[config.mk]
export PLATFORM = sky130hd
export DESIGN_NAME = cache_controller_flat
export DESIGN_NICKNAME = d
export VERILOG_FILES = /design/src/rtl/cache_controller_pkg.sv /design/src/rtl/cache_controller_if.sv /design/src/rtl/cache_controller.sv /design/src/flat_wrapper.sv
export SDC_FILE = /design/constraint.sdc
export NUM_CORES = 1
export LEC_CHECK = 0
export CAP_MARGIN = 20
export CORE_AREA = 2 2 131 133
export CTS_CLUSTER_DIAMETER = 100
export CTS_CLUSTER_SIZE = 12
export DETAILED_ROUTE_END_ITERATION = 10
export DIE_AREA = 0 0 133 135
export PLACE_DENSITY_LB_ADDON = 0.1
export SYNTH_ARGS = -nofsm -noshare
export SYNTH_HDL_FRONTEND = slang
export SYNTH_SLANG_ARGS = --single-unit
[constraint.sdc]
create_clock -name clk -period 1.53 [get_ports clk]
set_input_delay 0.306 -clock clk [delete_from_list [all_inputs] [get_ports clk]]
set_output_delay 0.306 -clock clk [all_outputs]
set_load 0.005 [all_outputs]
[src/rtl/cache_controller_pkg.sv]
// cache_controller_pkg: shared geometry and state encoding for the data-cache sequencer
package cache_controller_pkg;
  localparam int ADDR_BASE = 1024;
  localparam int CADDR_W   = 17;
  localparam int LINE_W    = 64;
  typedef enum logic [1:0] {IDLE, RD_MISS, FILL, WR_WAIT} state_t;
endpackage

[src/rtl/cache_controller_if.sv]
// cache_controller_if: MEM-stage, cache and SRAM signals seen by the cache sequencer
interface cache_controller_if;
  import cache_controller_pkg::*;
  logic [31:0]        address;
  logic [31:0]        wdata;
  logic               mem_r_en;
  logic               mem_w_en;
  logic [31:0]        rdata;
  logic               ready;
  logic [CADDR_W-1:0] cache_address;
  logic [LINE_W-1:0]  cache_write_data;
  logic               cache_read_en;
  logic               cache_write_en;
  logic               cache_invoke_en;
  logic [31:0]        cache_read_data;
  logic               cache_hit;
  logic [CADDR_W-1:0] sram_address;
  logic [31:0]        sram_wdata;
  logic               sram_read_en;
  logic               sram_write_en;
  logic [LINE_W-1:0]  sram_rdata;
  logic               sram_ready;
  modport slave (
    input  address, wdata, mem_r_en, mem_w_en, cache_read_data, cache_hit, sram_rdata, sram_ready,
    output rdata, ready, cache_address, cache_write_data, cache_read_en, cache_write_en,
           cache_invoke_en, sram_address, sram_wdata, sram_read_en, sram_write_en
  );
  modport master (
    output address, wdata, mem_r_en, mem_w_en, cache_read_data, cache_hit, sram_rdata, sram_ready,
    input  rdata, ready, cache_address, cache_write_data, cache_read_en, cache_write_en,
           cache_invoke_en, sram_address, sram_wdata, sram_read_en, sram_write_en
  );
endinterface

[src/rtl/cache_controller.sv]
// cache_controller: hit-or-miss sequencer between the MEM stage, a 2-way cache and a 64-bit SRAM
module cache_controller
  import cache_controller_pkg::*;
(
  input logic              clk,
  input logic              rst,
  cache_controller_if.slave bus
);
  state_t             r_state;
  logic [LINE_W-1:0]  r_line;
  logic [CADDR_W-1:0] w_caddr;
  logic               w_idle;
  logic               w_rd_hit;
  logic               w_rd_miss;
  assign w_caddr   = CADDR_W'((bus.address - 32'(ADDR_BASE)) >> 2);
  assign w_idle    = r_state == IDLE;
  // a store wins over a simultaneous load
  assign w_rd_hit  = w_idle & bus.mem_r_en & ~bus.mem_w_en & bus.cache_hit;
  assign w_rd_miss = w_idle & bus.mem_r_en & ~bus.mem_w_en & ~bus.cache_hit;
  always_ff @(posedge clk or negedge rst) begin
    if (!rst) begin
      r_state <= IDLE;
      r_line  <= '0;
    end else begin
      case (r_state)
        IDLE:    r_state <= bus.mem_w_en ? WR_WAIT : w_rd_miss ? RD_MISS : IDLE;
        RD_MISS: if (bus.sram_ready) begin
          r_line  <= bus.sram_rdata;
          r_state <= FILL;
        end
        FILL:    r_state <= IDLE;
        default: if (bus.sram_ready) r_state <= IDLE;
      endcase
    end
  end
  assign bus.cache_address    = w_caddr;
  assign bus.sram_address     = w_caddr;
  assign bus.cache_write_data = r_line;
  assign bus.sram_wdata       = bus.wdata;
  assign bus.cache_read_en    = w_rd_hit;
  assign bus.cache_write_en   = r_state == FILL;
  assign bus.cache_invoke_en  = w_idle & bus.mem_w_en & bus.cache_hit;
  assign bus.sram_read_en     = r_state == RD_MISS;
  assign bus.sram_write_en    = r_state == WR_WAIT;
  assign bus.ready = (w_idle & ~bus.mem_w_en & ~w_rd_miss) | (r_state == FILL)
                   | ((r_state == WR_WAIT) & bus.sram_ready);
  assign bus.rdata = (r_state == FILL) ? (w_caddr[0] ? r_line[63:32] : r_line[31:0])
                   : w_rd_hit ? bus.cache_read_data : 32'd0;
endmodule

[src/flat_wrapper.sv]
// flat-port wrapper written by rule: the top's interface ports become plain ports
module cache_controller_flat import cache_controller_pkg::*;
  (clk, rst, bus_address, bus_wdata, bus_mem_r_en, bus_mem_w_en, bus_cache_read_data, bus_cache_hit, bus_sram_rdata, bus_sram_ready, bus_rdata, bus_ready, bus_cache_address, bus_cache_write_data, bus_cache_read_en, bus_cache_write_en, bus_cache_invoke_en, bus_sram_address, bus_sram_wdata, bus_sram_read_en, bus_sram_write_en);
  cache_controller_if bus_i ();
  input logic clk;
  input logic rst;
  input wire logic [$bits(bus_i.address)-1:0] bus_address;
  input wire logic [$bits(bus_i.wdata)-1:0] bus_wdata;
  input wire logic [$bits(bus_i.mem_r_en)-1:0] bus_mem_r_en;
  input wire logic [$bits(bus_i.mem_w_en)-1:0] bus_mem_w_en;
  input wire logic [$bits(bus_i.cache_read_data)-1:0] bus_cache_read_data;
  input wire logic [$bits(bus_i.cache_hit)-1:0] bus_cache_hit;
  input wire logic [$bits(bus_i.sram_rdata)-1:0] bus_sram_rdata;
  input wire logic [$bits(bus_i.sram_ready)-1:0] bus_sram_ready;
  output wire logic [$bits(bus_i.rdata)-1:0] bus_rdata;
  output wire logic [$bits(bus_i.ready)-1:0] bus_ready;
  output wire logic [$bits(bus_i.cache_address)-1:0] bus_cache_address;
  output wire logic [$bits(bus_i.cache_write_data)-1:0] bus_cache_write_data;
  output wire logic [$bits(bus_i.cache_read_en)-1:0] bus_cache_read_en;
  output wire logic [$bits(bus_i.cache_write_en)-1:0] bus_cache_write_en;
  output wire logic [$bits(bus_i.cache_invoke_en)-1:0] bus_cache_invoke_en;
  output wire logic [$bits(bus_i.sram_address)-1:0] bus_sram_address;
  output wire logic [$bits(bus_i.sram_wdata)-1:0] bus_sram_wdata;
  output wire logic [$bits(bus_i.sram_read_en)-1:0] bus_sram_read_en;
  output wire logic [$bits(bus_i.sram_write_en)-1:0] bus_sram_write_en;
  assign bus_i.address = bus_address;
  assign bus_i.wdata = bus_wdata;
  assign bus_i.mem_r_en = bus_mem_r_en;
  assign bus_i.mem_w_en = bus_mem_w_en;
  assign bus_i.cache_read_data = bus_cache_read_data;
  assign bus_i.cache_hit = bus_cache_hit;
  assign bus_i.sram_rdata = bus_sram_rdata;
  assign bus_i.sram_ready = bus_sram_ready;
  assign bus_rdata = bus_i.rdata;
  assign bus_ready = bus_i.ready;
  assign bus_cache_address = bus_i.cache_address;
  assign bus_cache_write_data = bus_i.cache_write_data;
  assign bus_cache_read_en = bus_i.cache_read_en;
  assign bus_cache_write_en = bus_i.cache_write_en;
  assign bus_cache_invoke_en = bus_i.cache_invoke_en;
  assign bus_sram_address = bus_i.sram_address;
  assign bus_sram_wdata = bus_i.sram_wdata;
  assign bus_sram_read_en = bus_i.sram_read_en;
  assign bus_sram_write_en = bus_i.sram_write_en;
  cache_controller u_core (.clk(clk), .rst(rst), .bus(bus_i));
endmodule
==> results.yml <==
worst_setup_path:
  critPathKind: "reg2out"
  max_stage_delay_ps: 380
  critPathArrivalTime_ps: 1730
  crit_path_top_delay_cell: "dfrtp_1"
  crit_required_ps: 1220
  endpoint_kind: "output pin"
  cp_cell_sequence: "nor2_2 > and4b_4 > buf_12 > buf_12 > buf_12 > o2bb2ai_2 > buf_2"
  crit_path_frequent_cell: "buf_12"
  worstSetupStartpointType: "register"
  crit_path_max_fanout: 8
sta:
  maxSlewViolCount: 0
  min_period_ps: 2040
  fin_skew_ps: 6.81
  slew_headroom_pct: 74.0
  rsz0062_at_grt: "yes"
  worst_slack_ps: -507
  setup_viol: 114
  fin_crit_sh_pct: 133
  worst_pin_slew_ps: 391
  clock.fmax_mhz: 491
  tns_ps: -24960
  hold_ws_ps: 526
  hold_violations: 0
hold_path:
  hold_path_class: "in2async"
yosys:
  syn_area_per_cell_um2: 13.3
  ys_seq_elements: 66
  synth-simple-area-share_pct: 3.75
  ys_seq_area_share_pct: 40.6
  syn_area_mm2: 0.00407
  ys_types: 29
  synth_compound_area_share_pct: 7.50
  muxShareOfSynthArea_pct: 31.4
  synth_top_family_by_area: "multiplexers"
  synthAdderAreaFrac_pct: 0.307
  synth_nets: 472
  synth_cells: 305
  synth-xor-area-share_pct: 1.29
  yosysWarnings: 0
clock_network:
  cts.reportedPaths.clkPinSlew_ps: 50
  clockBufferDepth: 2
  cts-root-buf: "clkbuf_16"
  htree_levels: 3
  clock-sinks: 66
  clock_latency_ps: 340
  cts_tree: "done"
  cts_inserted_buffers: 9
drt:
  wire_per_inst_um: 18.5
  vias: 3326
  wl_um: 14500
  antenna_left: 0
  drc: 0
  viasPerCell: 4.24
  drt_first_pass_iters: 4
  drtIter0Drc: 89
floorplan:
  coreArea_mm2: 0.0164
  die_area_mm2: 0.0180
  die_height_um: 135
  die-width_um: 133
  rows: 47
  io_pins: 334
  initial_core_util_pct: 24.8
finish:
  syn_to_final_growth_pct: 80.5
  num-fill-cells: 1520
  most-common-layout-cells: "clkdlybuf4s50_1, dfrtp_1, dlygate4sd2_1"
  final_common_cell: "clkdlybuf4s50_1"
  n_antenna_cell: 0
  final_nets: 726
  final_layout_size_suffix_gt1_share_pct: 47.3
  post-route-util_pct: 44.8
place:
  hpwl_um: 9660
  post-place-ws_ps: -1070
  gp_congestion: 0.781
  io_buffers: 233
status:
  outcome: "finished, violations left"
  violations: "setup timing"
global_routing:
  grtUsageMet3_pct: 5.41
  antenna_found_initial: 0
  globalRouteMet2Util_pct: 28.5
  grt_pass1_vias: 3738
  grtUsageTotal_pct: 16.2
  grt_max_degree: 67
  top_usage_layer: "met2"
  grt_pass1_wl_um: 22000
  grtUsageMet1_pct: 18.4
  grt_overflow_total: 0
pwr:
  leakage_uw: 0.00364
  max-vdd-ir-drop_v: 0.000765
  pwr_density_cell_mw_per_mm2: 1660
run:
  cap_viol_max_count: 0
==> cells in the mapped netlist <==
master	instances	share of area, %
or2b_1	1	0.18
nand2b_1	1	0.15
mux2i_1	33	8.1
or4_4	1	0.28
buf_2	6	0.74
xor2_1	4	0.86
buf_12	6	3.0
nor2b_1	1	0.15
o2bb2ai_1	32	6.9
nor2b_4	1	0.34
nor2_1	4	0.37
nand3_1	1	0.12
nor4_4	1	0.52
mux2_2	4	1.1
o21ai_0	2	0.25
and3_1	1	0.15
o31ai_1	2	0.37
nand2_1	4	0.37
nand2_8	1	0.49
inv_1	4	0.37
and2_2	1	0.18
nor3b_1	1	0.18
and4b_1	1	0.25
mux2_4	60	22
buf_4	58	11
dfrtp_1	66	41
xnor2_1	2	0.43
ha_1	1	0.31
clkbuf_1	5	0.46
==> final timing paths <==
kind | slack, ps | startpoint | cells after the start | end
setup / recovery | -510 | u_core.r_state[0] | 7 | bus_rdata[11]
hold / removal | 530 | rst | 3 | u_core.r_state[0]
setup reg to reg | -190 | u_core.r_state[1] | 8 | u_core.bus.cache_write_data[49]
hold reg to reg | 530 | u_core.bus.cache_write_data[34] | 1 | u_core.bus.cache_write_data[34]
max in group asynchronous | 690 | rst | 3 | u_core.bus.cache_write_data[48]
min in group clk | 530 | u_core.bus.cache_write_data[34] | 1 | u_core.bus.cache_write_data[34]
==> critical path: cells and delay by family, from the launching register on <==
family,cells,cell delay (ps)
flip-flops,1,380
buffers and inverters,4,490
AO/OA/AOI/OAI,1,110
AND/OR/NAND/NOR,2,410
==> cell type report <==
type                    instances  area, µm²  area share (%)
clock buffers                  10        239            3.25
multi-input cells             161       2120            28.8
repair buffers                317       3000            40.9
well taps                     220        275            3.75
clock inverters                 6       41.3           0.562
flip-flops and latches         66       1650            22.5
inverters                       4       17.5           0.238
==> registers in the layout, summed over array words and instances (netlist names) <==
signal	flops
u_core.r_state	2
u_core.bus.cache_write_data	64
==> through the flow <==
stage          area (µm²)  cells  power [µW]
2_1_floorplan        4080    305        6200
3_3_place_gp         6420    719        9920
3_5_place_dp         6420    719        9910
4_1_cts              7260    780       12300
5_1_grt              7350    784       13000
6_report             7350    784       12200
==> logic make-up (layout without fill, tap and decap cells) <==
logic type	count (synthesis)	in the layout
adder cells (fa/ha/maj)	1	1
XOR/XNOR	6	6
buffers and inverters	79	337
multiplexers	97	97
AND/OR/NAND/NOR	20	21
AO/OA/AOI/OAI	36	36
flip-flops	66	66
==> power breakdown <==
group	total [µW]	internal, µW	switching, µW
Clock	1970	1140	833
Combinational	6940	4430	2510
Sequential	3310	2650	656
==> per-layer routing <==
layer	part of all wire, %	vias to the layer above	wire (µm)
met5	0	-	0
met4	1.6	0	225
met3	8.2	20	1190
met2	51	157	7340
met1	40	1607	5720
li1	-	1542	-
==> repair_timing <==
item | 4_1_cts | 5_1_grt
buffers inserted | 39 | 6
pin swaps | 13 | 8
cloned | 7 | 2
gates resized for setup | 336 | 30
endpoints found under the hold margin | 3 | 0
hold buffers | 1 | 0
endpoints found under the setup margin | 143 | 125
No activity file was read; power rests on OpenSTA's default activity.
